## config.mk

```make
export PLATFORM = sky130hd
export DESIGN_NAME = nr_recip_ctrl
export DESIGN_NICKNAME = d
export VERILOG_FILES = /design/src/rtl/nr_pkg.sv /design/src/rtl/nr_post.sv /design/src/rtl/nr_recip_ctrl.sv
export SDC_FILE = /design/constraint.sdc
export NUM_CORES = 1
export LEC_CHECK = 0
export ABC_CLOCK_PERIOD_IN_PS = 11550
export CAP_MARGIN = 40
export CORE_MARGIN = 2
export CORE_UTILIZATION = 55
export DETAILED_ROUTE_END_ITERATION = 7
export PLACE_DENSITY = 0.94
export SYNTH_ARGS = -nofsm -noshare
export SYNTH_HDL_FRONTEND = slang
export SYNTH_HIERARCHICAL = 1
export SYNTH_SLANG_ARGS = --single-unit
```

## constraint.sdc

```tcl
create_clock -name clk -period 11.55 [get_ports clk]
set_input_delay 2.31 -clock clk [delete_from_list [all_inputs] [get_ports clk]]
set_output_delay 2.31 -clock clk [all_outputs]
set_load 0.02 [all_outputs]
```

## src/rtl/nr_pkg.sv

```systemverilog
// Shared types and Q-format constants for the Newton-Raphson reciprocal controller.
package nr_pkg;

    typedef enum logic [2:0] {
        StIdle,
        StSeed,
        StM1Req,
        StM1Wait,
        StM2Req,
        StM2Wait,
        StFin
    } nr_state_e;

    localparam logic [23:0] TWO_Q222   = 24'h800000;
    localparam logic [23:0] SAT_Q222   = 24'hFFFFFF;
    localparam logic [23:0] INIT_C_DEF = 24'hBA8241;

    // Product slices: d*x lands in Q2.46 but d<1 keeps it in [47:24] as Q2.22 (weight 2^-22 at bit 24
    // relative to Q0.24*Q2.22); x*t is Q4.44, so Q2.22 sits at [45:22].
    localparam int unsigned E_HI = 47;
    localparam int unsigned E_LO = 24;
    localparam int unsigned X_HI = 45;
    localparam int unsigned X_LO = 22;

endpackage

```

## src/rtl/nr_post.sv

```systemverilog
// Combinational product post-processing: error term 2-e with clamp, and Q2.22 saturation of x*t.
module nr_post
    import nr_pkg::*;
(
    input  logic [47:0] p_i,
    output logic [23:0] t_o,
    output logic [23:0] x_o
);

    logic [23:0] e;
    logic        unused_low;

    assign unused_low = ^p_i[X_LO-1:0];

    always_comb begin
        e   = p_i[E_HI:E_LO];
        t_o = (e > TWO_Q222) ? 24'd0 : (TWO_Q222 - e);
        // Anything at or above 4.0 in Q4.44 cannot be represented in Q2.22.
        x_o = (|p_i[47:X_HI+1]) ? SAT_Q222 : p_i[X_HI:X_LO];
    end

endmodule

```

## src/rtl/nr_recip_ctrl.sv

```systemverilog
// Newton-Raphson reciprocal controller driving a 24x24 sequential multiplier via start/ready.
module nr_recip_ctrl
    import nr_pkg::*;
#(
    parameter int unsigned ITER   = 3,
    parameter logic [23:0] INIT_C = INIT_C_DEF
) (
    input  logic        clk,
    input  logic        rst,
    input  logic        start,
    input  logic [23:0] d_in,
    output logic        busy,
    output logic        done,
    output logic        err,
    output logic [23:0] y_out,
    output logic        mul_start,
    output logic [23:0] mul_a,
    output logic [23:0] mul_b,
    input  logic        mul_ready,
    input  logic [47:0] mul_p
);

    localparam logic [1:0] LAST_IT = 2'(ITER - 1);

    nr_state_e   state_q;
    logic [23:0] d_q;
    logic [23:0] x_q;
    logic [1:0]  it_q;
    logic        busy_q;
    logic        done_q;
    logic        err_q;
    logic [23:0] y_q;
    logic        mul_start_q;
    logic [23:0] mul_a_q;
    logic [23:0] mul_b_q;

    logic [23:0] seed;
    logic [23:0] t_val;
    logic [23:0] x_new;

    // Linear seed 2.9142 - 2d; d>>1 re-expresses the Q0.24 divisor as 2d in Q2.22.
    assign seed = INIT_C - {1'b0, d_q[23:1]};

    nr_post u_post (
        .p_i (mul_p),
        .t_o (t_val),
        .x_o (x_new)
    );

    always_ff @(posedge clk or posedge rst) begin
        if (rst) begin
            state_q     <= StIdle;
            d_q         <= '0;
            x_q         <= '0;
            it_q        <= '0;
            busy_q      <= 1'b0;
            done_q      <= 1'b0;
            err_q       <= 1'b0;
            y_q         <= '0;
            mul_start_q <= 1'b0;
            mul_a_q     <= '0;
            mul_b_q     <= '0;
        end else begin
            case (state_q)
                StIdle: begin
                    done_q <= 1'b0;
                    if (start) begin
                        d_q     <= d_in;
                        err_q   <= ~d_in[23];
                        busy_q  <= 1'b1;
                        state_q <= StSeed;
                    end
                end
                StSeed: begin
                    if (err_q) begin
                        state_q <= StFin;
                    end else begin
                        x_q         <= seed;
                        it_q        <= '0;
                        mul_a_q     <= d_q;
                        mul_b_q     <= seed;
                        // A multiplier left running across our reset keeps ready low; wait it out.
                        mul_start_q <= mul_ready;
                        state_q     <= StM1Req;
                    end
                end
                StM1Req, StM2Req: begin
                    if (mul_start_q) begin
                        mul_start_q <= 1'b0;
                        state_q     <= (state_q == StM1Req) ? StM1Wait : StM2Wait;
                    end else if (mul_ready) begin
                        mul_start_q <= 1'b1;
                    end
                end
                StM1Wait: begin
                    if (mul_ready) begin
                        mul_a_q     <= x_q;
                        mul_b_q     <= t_val;
                        mul_start_q <= 1'b1;
                        state_q     <= StM2Req;
                    end
                end
                StM2Wait: begin
                    if (mul_ready) begin
                        x_q <= x_new;
                        if (it_q == LAST_IT) begin
                            state_q <= StFin;
                        end else begin
                            it_q        <= it_q + 2'd1;
                            mul_a_q     <= d_q;
                            mul_b_q     <= x_new;
                            mul_start_q <= 1'b1;
                            state_q     <= StM1Req;
                        end
                    end
                end
                StFin: begin
                    y_q     <= err_q ? SAT_Q222 : x_q;
                    done_q  <= 1'b1;
                    busy_q  <= 1'b0;
                    state_q <= StIdle;
                end
                default: state_q <= StIdle;
            endcase
        end
    end

    assign busy      = busy_q;
    assign done      = done_q;
    assign err       = err_q;
    assign y_out     = y_q;
    assign mul_start = mul_start_q;
    assign mul_a     = mul_a_q;
    assign mul_b     = mul_b_q;

endmodule

```

**Word level (Yosys, flattened, before mapping)**

Index checks and enable logic that the tools add are counted.

- Output and inout bits: 76
- Logic and storage cells: 80
- Bits in writable memories: 0
- Memories: 0
- Bits in registers: 129
- Bits in read-only memories: 0
- Bits in latches: 0
- Input bits: 76

- Eq/ne operators: 13
- Multiplexer cells: 37
- Div/mod/pow operators: 0
- Order comparisons: 1
- Reductions and logical operators: 14
- Shift-type cells: 0
- Bitwise logic cells: 1
- Add/sub/neg operators: 3
- $mul: 0

Operators by type and width:

| cell | number |
|---|---|
| $mux W24 | 12 |
| $pmux W24 S3 | 2 |
| $pmux W24 S2 | 1 |
| $gt A24 B24 Y1 const B | 1 |
| $sub A24 B23 Y24 const A | 1 |
| $sub A24 B24 Y24 const A | 1 |
| $mux W3 | 7 |
| $pmux W3 S5 | 1 |
| $ne A2 B2 Y1 const B | 6 |
| $reduce_and A5 Y1 | 2 |
| $eq A3 B3 Y1 const B | 3 |
| $reduce_and A4 Y1 | 2 |
| $mux W1 | 7 |
| $eq A3 B2 Y1 const B | 2 |
| $mux W2 | 3 |
| $pmux W1 S2 | 2 |
| $pmux W1 S4 | 1 |
| $pmux W2 S2 | 1 |
| $reduce_and A2 Y1 | 2 |
| $reduce_bool A2 Y1 | 2 |
| $reduce_bool A4 Y1 | 1 |
| $reduce_or A2 Y1 | 2 |
| $eq A3 B1 Y1 const B | 1 |
| $logic_not A3 Y1 | 1 |
| other kinds (5) | 5 |

**Depth between registers and ports, before layout**

- Word-level depth: 5
- Depth in mapped cells: 12
- Mapped depth without buffers: 10

**Cells and area by module**

Netlist, hierarchy kept.

By module, submodules not included:

| module | instances | sequential area each (um2) | cells each | area each (um2) |
|---|---|---|---|---|
| nr_recip_ctrl | 1 | 3,228.1 | 664 | 6,273.5 |
| nr_post | 1 | 0.0 | 125 | 803.3 |

**Least setup slack after synthesis**

OpenSTA, ideal clock, no wires.

- Kind: input port to flip-flop
- From: input port mul_p[24]
- To: register mul_b_q[11] (netlist: mul_b[11])
- Stages: 12
- Path buffers: 2
- Setup slack: 7,162 ps
- Arrival: 4,306 ps
- Required time: 11,467 ps
- Setup time: 83 ps
- Cell sequence: inv_1 -> ha_1 -> nor4b_2 -> nand4_2 -> o31a_1 -> buf_6 -> buf_8 -> nor2_1 -> a22oi_1 -> nor2_1 -> a21oi_1 -> o21ai_0

- Cells in the longest elaborated chain, start to end: 4
- Elaborated cells between the ends (all ways): 5
- Classes of those cells: add/sub (1); order compare (1); mux (3)

Ends and longest elaborated chain:

| element | RTL line | RTL |
|---|---|---|
| start, declared | nr_recip_ctrl.sv:20 | `input logic [47:0] mul_p` |
| $sub A24 B24 Y24 / $gt A24 B24 Y1 (equally long branches) | nr_post.sv:17 | `t_o = (e > TWO_Q222) ? 24'd0 : (TWO_Q222 - e);` |
| $mux W24 * | nr_post.sv:17 |  |
| net t_val[11] | nr_recip_ctrl.sv:38 | `logic [23:0] t_val;` |
| $mux W24 * | nr_recip_ctrl.sv:96 | `if (mul_ready) begin` |
| $pmux W24 S3 * | nr_recip_ctrl.sv:64 | `case (state_q)` |
| end signal, assigned | nr_recip_ctrl.sv:98 | `mul_b_q <= t_val;` |
| end signal, assigned | nr_recip_ctrl.sv:111 | `mul_b_q <= x_new;` |
| end, declared | nr_recip_ctrl.sv:35 | `logic [23:0] mul_b_q;` |

Mark *: on every way through the listed nets, which the timed path passes. The rest lies on a longest branch. The select of a mux whose other input is x is not followed.
A chain may end at the register's enable or synchronous reset.

**Final worst setup path**

- From: input port mul_p[24]
- To: register mul_b_q[13] (netlist: mul_b[13])

Same word-level chain as after synthesis.

==> impl_metrics.yaml <==
floorplan:
  rows: 41
  die_w_um: 117
  die_area_um2: 13800
  start_util_pct: 56.3
  core_area_um2: 12600
  io-pin-count: 152
  fp.dieH_um: 117
layout:
  drive_above_1_share_pct: 10.1
  area_growth_pct: 28.6
  diodes: 0
  num-nets-final: 970
  fill_cells: 865
  layout_common_cells: "129 x dfrtp_1, 129 x clkdlybuf4s50_1, 106 x nand2_1"
logic_synthesis:
  yosysWarnings: 6
  ys_async_sr_fraction_pct: 100
  synth_edf_count: 0
  synth_cell_types: 70
  ys.flop_type: "dfrtp_1"
  syn-instance-count: 789
  avgSynthCellArea_um2: 8.97
  ys_ff_latch: 129
  yosysSeqAreaShare_pct: 45.6
  syn-num-nets: 868
  syn-cell-area_um2: 7080
global_routing:
  grt_pass1_vias: 6386
  grt_pass1_wl_um: 33400
  antenna_found_initial: 0
  grt_max_degree: 90
  grtUsageTotal_pct: 30.2
  grt-ovfl-total: 0
outcome:
  status: "finished, final reports clean"
sta:
  whs_ps: 480
  setup_viol: 0
  fmaxAchievable_mhz: 194
  relSlewSlack_pct: 35.0
  period_share_pct: 44.7
  hold_viol: 0
  fin_setup_tns_ps: 0
  slew_viol_final: 0
  skew_ps: 8.88
  fin_crit_ps: 5160
  grt_setup_unrepaired: "no"
  worst_pin_slew_ps: 961
setup_path:
  slowest_stage: "nor4b_2"
  cp-end-kind: "register"
  worst-endpoint-required_ps: 11880
  reg2reg_depth: 7
  critPathKind: "primary input to register"
  crit_chain: "clkdlybuf4s50_1 -> inv_1 -> ha_1 -> nor4b_2 -> nand4_2 -> o31a_1 -> a21oi_1 -> a22oi_1 -> nor2_1 -> a21oi_1 -> o21ai_0"
  cpMostUsedCell: "a21oi_1"
  worstPathMaxFanout: 19
  crit_path_start_kind: "primary input"
  critPathArrivalTime_ps: 5490
  cpPeakStageDelay_ps: 640
route:
  avgRoutedWirePerCell_um: 19.4
  drc: 0
  num_vias: 6715
  ant_nets: 0
  drt-pass1-iter-count: 6
  viasPerCell: 6.24
  drt_iter0_drc: 840
  wl_um: 20900
clock_tree:
  ctsResizeCount: 0
  cts_tree: "built"
  clkSlewWorstSetupHoldPaths_ps: 50
  cts_setup_buffers: 0
  cts_hold_buffers: 0
  htreeDepth: 4
  clock-sinks: 129
  clk_latency_ps: 420
  cts_buffers: 17
  cts-root-buf: "clkbuf_16"
  cts_buffer_depth: 2
power_and_ir_drop:
  ir_worst_vdd_mv: 0.148
  power_density_nw_per_um2: 302
  p_leak_nw: 3.72
place:
  numPortBuffers: 129
  hpwl_um: 14000
  gp_congestion: 0.953
flow_run:
  max_cap_violations: 0
hold_path:
  hold_class: "register to register"
  min_path_cells: 2
==> routing by layer <==
metal,GRT usage (%),wire [um],vias to the layer above
met2,44.9,9500,412
li1,-,-,3031
met1,42.7,8560,3212
met5,0,0,-
met3,6.96,2180,60
met4,13.0,607,0
==> report_power, final <==
part | internal, mW | total [mW] | switching [mW]
Combinational | 0.552 | 1.29 | 0.739
Sequential | 0.668 | 0.902 | 0.234
Clock | 0.351 | 0.556 | 0.205
==> cells by family (layout without fill, tap and decap cells) <==
group | after synthesis | in the layout | synth area share, %
AOI/OAI and AO/OA | 204 | 204 | 18.5
and+or+nand+nor | 315 | 315 | 21.9
adders and majority gates | 3 | 3 | 0.530
muxes | 40 | 40 | 5.99
buffers and inverters | 74 | 189 | 4.51
xor gates and xnor gates | 24 | 24 | 2.97
DFF | 129 | 129 | 45.6
==> stage by stage <==
stage	cells	power (mW)	setup slack, ps	utilization, %	area (um2)
6_report	1076	2.75	6390	72.4	9100
5_1_grt	1076	2.89	6130	72.4	9100
4_1_cts	1076	2.73	6420	72.4	9100
3_5_place_dp	1044	2.14	6050	67.5	8480
3_3_place_gp	1042	2.08	6180	67.2	8440
2_1_floorplan	789	1.63	5800	-	7080
==> cells in the mapped netlist (5+ instances only) <==
cell type / n / share of area, %
a21oi_1: 29 / 2.1
a221o_1: 6 / 0.85
a221oi_1: 8 / 0.99
a22oi_1: 10 / 1.1
clkbuf_1: 44 / 2.3
dfrtp_1: 129 / 46
inv_1: 15 / 0.80
mux2_2: 18 / 2.9
mux2i_1: 21 / 3.0
nand2_1: 106 / 5.6
nand2b_1: 7 / 0.62
nand3_1: 23 / 1.6
nor2_1: 71 / 3.8
nor2b_1: 6 / 0.53
nor3_1: 26 / 1.8
nor4_1: 10 / 0.88
o211ai_1: 8 / 0.85
o21a_1: 6 / 0.64
o21ai_0: 93 / 6.6
o221ai_1: 5 / 0.62
or2_2: 5 / 0.44
or3_1: 28 / 2.5
xnor2_1: 12 / 1.5
xor2_1: 12 / 1.5
==> registers in the layout (all words and copies together), names as in the netlist <==
name and flops:
y_out 24, mul_start 1, d_q 24, busy 1
mul_a 24, done 1, it_q 2, x_q 24
state_q 3, mul_b 24, err 1
==> worst max-delay path: cells and delay by family <==
family	cells	cell delay [ps]
AND/OR/NAND/NOR	3	1170
AO/OA/AOI/OAI	5	1200
adder cells (fa/ha/maj)	1	210
buffers and inverters	2	590
==> path summary, 6_finish.rpt <==
path                                           start                    end  slack [ps]
worst min-delay path            y_out[3]$_DFFE_PP0P_   y_out[3]$_DFFE_PP0P_         480
worst max-delay path                       mul_p[24]  mul_b[13]$_DFFE_PP0P_        6390
max in group asynchronous                        rst    x_q[15]$_DFFE_PP0P_        8050
worst min register to register  y_out[3]$_DFFE_PP0P_   y_out[3]$_DFFE_PP0P_         480
worst max register to register    d_q[2]$_DFFE_PP0P_  mul_b[17]$_DFFE_PP0P_        8760
min in group asynchronous                        rst  y_out[23]$_DFFE_PP0P_        2270
==> area by class of cell <==
cell class                 instances  area, um2  area share [%]
multi-input combinational        586       3570            39.2
sequential                       129       3230            35.5
clock buffer                      20        457            5.02
tap                              172        215            2.37
timing repair buffer             141       1410            15.5
inverter                          16       62.6           0.688
clock inverter                    12        159            1.75
Note: power is estimated with default switching activity, not from simulation.
==> edit 1 (same flow settings) <==
The 7 states of `nr_state_e` get a one-hot encoding in 7 bits.
--- a/src/rtl/nr_pkg.sv
+++ b/src/rtl/nr_pkg.sv
@@ -1,14 +1,14 @@
 // Shared types and Q-format constants for the Newton-Raphson reciprocal controller.
 package nr_pkg;
 
-    typedef enum logic [2:0] {
-        StIdle,
-        StSeed,
-        StM1Req,
-        StM1Wait,
-        StM2Req,
-        StM2Wait,
-        StFin
+    typedef enum logic [6:0] {
+        StIdle   = 7'b0000001,
+        StSeed   = 7'b0000010,
+        StM1Req  = 7'b0000100,
+        StM1Wait = 7'b0001000,
+        StM2Req  = 7'b0010000,
+        StM2Wait = 7'b0100000,
+        StFin    = 7'b1000000
     } nr_state_e;
 
     localparam logic [23:0] TWO_Q222   = 24'h800000;
Formal check against the unedited RTL: same outputs for any inputs over 4 cycles, from zero or initial values and one cycle with rst high; so few cycles prove little.
==> edit 1 against the original RTL <==
- design area grew 3.0%
- critical path depth shrank 1
- global-route usage grew 1.4 points
- sequential power grew 2.9%
- register-to-register slack lost 0.52 ns
- routed wire length grew 5.0%
- setup slack gained 0.17 ns
- die area grew 3.7%
- sequential cell count grew 4
- area after synthesis grew 3.8%
- maximum frequency grew 3.5%
- non-clock buffer count grew 1
- total power shrank 4.3%
- via count grew 3.2%
- largest power group unchanged
==> edit 1: results <==
detailed_routing:
  wire_per_inst_microns: 20.1
  num_vias: 6930
  firstDrtPassIters: 6
  drtIter0Drc: 1026
  viasPerCell: 6.36
worst_setup_path:
  critPathTopFamily: "simple AND/OR/NAND/NOR gates"
  slowest_stage: "nor4b_2"
  r2r_start: "state_q[2]$_DFFE_PP0P_"
  critPathMaxFanout: 19
  r2r_cells: 6
  r2r_setup_slack_ns: 8.24
  crit_arrival_ns: 5.33
  r2r-end: "state_q[3]$_DFFE_PP0P_"
  endpoint: "mul_b[18]$_DFFE_PP0P_"
place:
  dp_hpwl_microns: 14800
  post_dp_cell_area_sq_um: 8740
  gp_congestion: 0.968
  dp_cells: 1060
  pre_cts_ws_ns: 6.19
  io_buffers: 129
grt:
  grt_pass1_wl_microns: 35600
  grt_max_degree: 54
  track_usage: 0.317
  grt_pass1_vias: 6722
clocking:
  path_clk_slew_ns: 0.06
  cts_setup_buffers: 0
  cts_max_path_buffers: 2
  numCtsBuffers: 17
  cts_resized: 0
synth:
  yosys_warnings: 6
  synth_cell_types: 69
  synthCells: 802
  yosys-top-cells-count: "dfrtp_1, nand2_1, o21ai_0, nor2_1, clkbuf_1"
  seq_area_frac_synth: 0.453
  synth.area.top_cells: "dfrtp_1, o21ai_0, nand2_1"
  synthesis.nets: 881
cells_and_area:
  drive_gt1_frac: 0.106
  diodes: 0
  fin_nets: 982
run_status:
  status: "completed"
timing:
  fin_skew_ns: 0.00742
  slew_headroom: 0.436
  fmax_mhz: 201
  worst_hold_slack_ns: 0.474
worst_hold_path:
  hp-class: "reg -> reg"
  min_delay_path_depth: 2
  hold_end: "y_out[3]$_DFFE_PP0P_"
pwr:
  p_leak_uw: 0.00383
  ir_worst_vdd_mv: 0.152
-- edit 1: cells by family after synthesis --
| kind of cell | share of synthesized area |
|---|---|
| xor+xnor | 0.0298 |
| buf+inv | 0.0443 |
| mux | 0.0792 |
| flops | 0.453 |
| simple gates | 0.208 |
| fa+ha+maj | 0.00511 |
| compound gates | 0.180 |
-- edit 1: metal layers --
metal  track usage  up-vias  share of wire
li1              -     3081              -
met1         0.427     3294           0.39
met2         0.490      463           0.46
met3        0.0894       92           0.12
met4         0.119        0          0.034
met5             0        -              0
-- edit 1: layout make-up --
type,count,area (sq um)
fillers,860,3770
inverters,12,47.5
well taps,176,220
flip-flops and latches,133,3330
multi-input cells,597,3700
clock inverters,11,175
repair buffers,142,1440
clock buffers,19,453
-- edit 1: power by group --
part	internal [uW]	switching (uW)
registers	680	247
logic	503	622
clock network	371	205
-- edit 1: worst register-to-register path: cells and delay by family, from the launching register on --
kind	cells	cell delay [ns]
simple gates	3	1.35
flops	1	0.48
compound gates	1	0.42
mux	1	0.39
buf+inv	1	0.54
==> edit 2 (same flow settings) <==
Without the edit above. Register the output `err` once more, cleared by the reset; this adds one clock of latency there. The other outputs are not delayed to match.
--- a/src/rtl/nr_recip_ctrl.sv
+++ b/src/rtl/nr_recip_ctrl.sv
@@ -127,7 +127,13 @@
 
     assign busy      = busy_q;
     assign done      = done_q;
-    assign err       = err_q;
+    always_ff @(posedge clk or posedge rst) begin
+        if (rst) begin
+            err <= '0;
+        end else begin
+            err <= err_q;
+        end
+    end
     assign y_out     = y_q;
     assign mul_start = mul_start_q;
     assign mul_a     = mul_a_q;
Function: changed (a bounded check fails within 4 cycles, from zero or initial values and one cycle with rst high).
==> edit 2 against the original RTL <==
- setup slack improved by 0.16 ns
- via count fell by 1.0%
- design area down 0.85%
- clock power about the same
- die area down 1.1%
- area after synthesis fell by 1.1%
- routed wire length is 1.4% lower
- largest cell class unchanged
- worst hold slack lost 0.0066 ns
- sequential cell count up 1
- register-to-register slack got worse by 0.27 ns
- utilization is 0.32 points lower
- non-clock buffer count is 1 higher
- highest routed layer unchanged
- first-iteration DRC count increased by 41%
- total power up 0.64%
- critical endpoint is now mul_b[16]$_DFFE_PP0P_
==> edit 2: results <==
synth:
  synthAdderAreaFrac: 0.00536
  seq_area_frac_synth: 0.465
  synthesis.nets: 844
  synth_cell_types: 69
  synthMuxAreaShare: 0.0801
  synthXorXnorAreaFrac: 0.0374
grt:
  grt_pass1_wl_microns: 32500
  track_usage: 0.309
pwr:
  p_leak_uw: 0.00378
  powerClk_uw: 554
  p_comb_frac: 0.468
  ir_worst_vdd_mv: 0.144
  p_int_uw: 1590
detailed_routing:
  wirelength_microns: 20600
  num_vias: 6646
  drtIter0Drc: 1181
cells_and_area:
  buffers: 142
  drive_gt1_frac: 0.105
  fill_cells: 858
  clkCellAreaFrac: 0.0671
  num-clock-buffers: 22
  seq_area_sq_um: 3250
place:
  dp_hpwl_microns: 13400
  dp_cells: 1022
  gp_congestion: 0.933
run_status:
  status: "completed"
clocking:
  cts.sinks: 130
worst_setup_path:
  critPathTopFamily: "simple AND/OR/NAND/NOR gates"
  slowest_stage: "nor3_1"
  crit_arrival_ns: 5.32
timing:
  fin_skew_ns: 0.0109
  worstMarginPinSlew_ns: 1.00
-- edit 2: changes by cell type after synthesis, moves of 5 or more --
| cell | unedited run | this run |
|---|---|---|
| nand2_1 | 106 | 123 |
| nand3_1 | 23 | 12 |
| nor3_1 | 26 | 15 |
| buf_2 | 4 | 12 |
| mux2i_1 | 21 | 29 |
| a21oi_1 | 29 | 22 |
| inv_1 | 15 | 8 |
| nand4_1 | 3 | 10 |
| o21ai_0 | 93 | 86 |
| mux2_2 | 18 | 23 |
-- edit 2: metrics by stage --
stage / instance area (sq um) / total power, uW / setup WS, ns
global placement: 8340 / 2070 / 6.20
finish: 9020 / 2770 / 6.55
CTS: 9020 / 2740 / 6.66
detailed placement: 8420 / 2140 / 6.39
floorplan: 7000 / 1640 / 5.77
global route: 9020 / 2910 / 6.33
-- edit 2: logic make-up after synthesis --
group	after synthesis
muxes	53
AOI/OAI and AO/OA	179
buffers and inverters	66
adders and majority gates	3
DFF	130
xor gates and xnor gates	29
and+or+nand+nor	305
-- edit 2: worst paths after layout --
kind | startpoint | to | slack, ns | depth (start not counted)
worst min-delay path | y_out[12]$_DFFE_PP0P_ | y_out[12]$_DFFE_PP0P_ | 0.47 | 2
worst max-delay path | mul_p[30] | mul_b[16]$_DFFE_PP0P_ | 6.55 | 9
max in group asynchronous | rst | mul_a[3]$_DFFE_PP0P_ | 7.94 | 4
worst max register to register | state_q[2]$_DFFE_PP0P_ | mul_b[8]$_DFFE_PP0P_ | 8.49 | 6
worst min register to register | y_out[12]$_DFFE_PP0P_ | y_out[12]$_DFFE_PP0P_ | 0.47 | 2
min in group asynchronous | rst | mul_a[21]$_DFFE_PP0P_ | 2.28 | 2
-- edit 2: routing by layer --
metal,global-route usage,wire length (microns)
met2,0.486,9420
met3,0.0819,2460
met1,0.417,8050
met5,0,0
met4,0.112,642
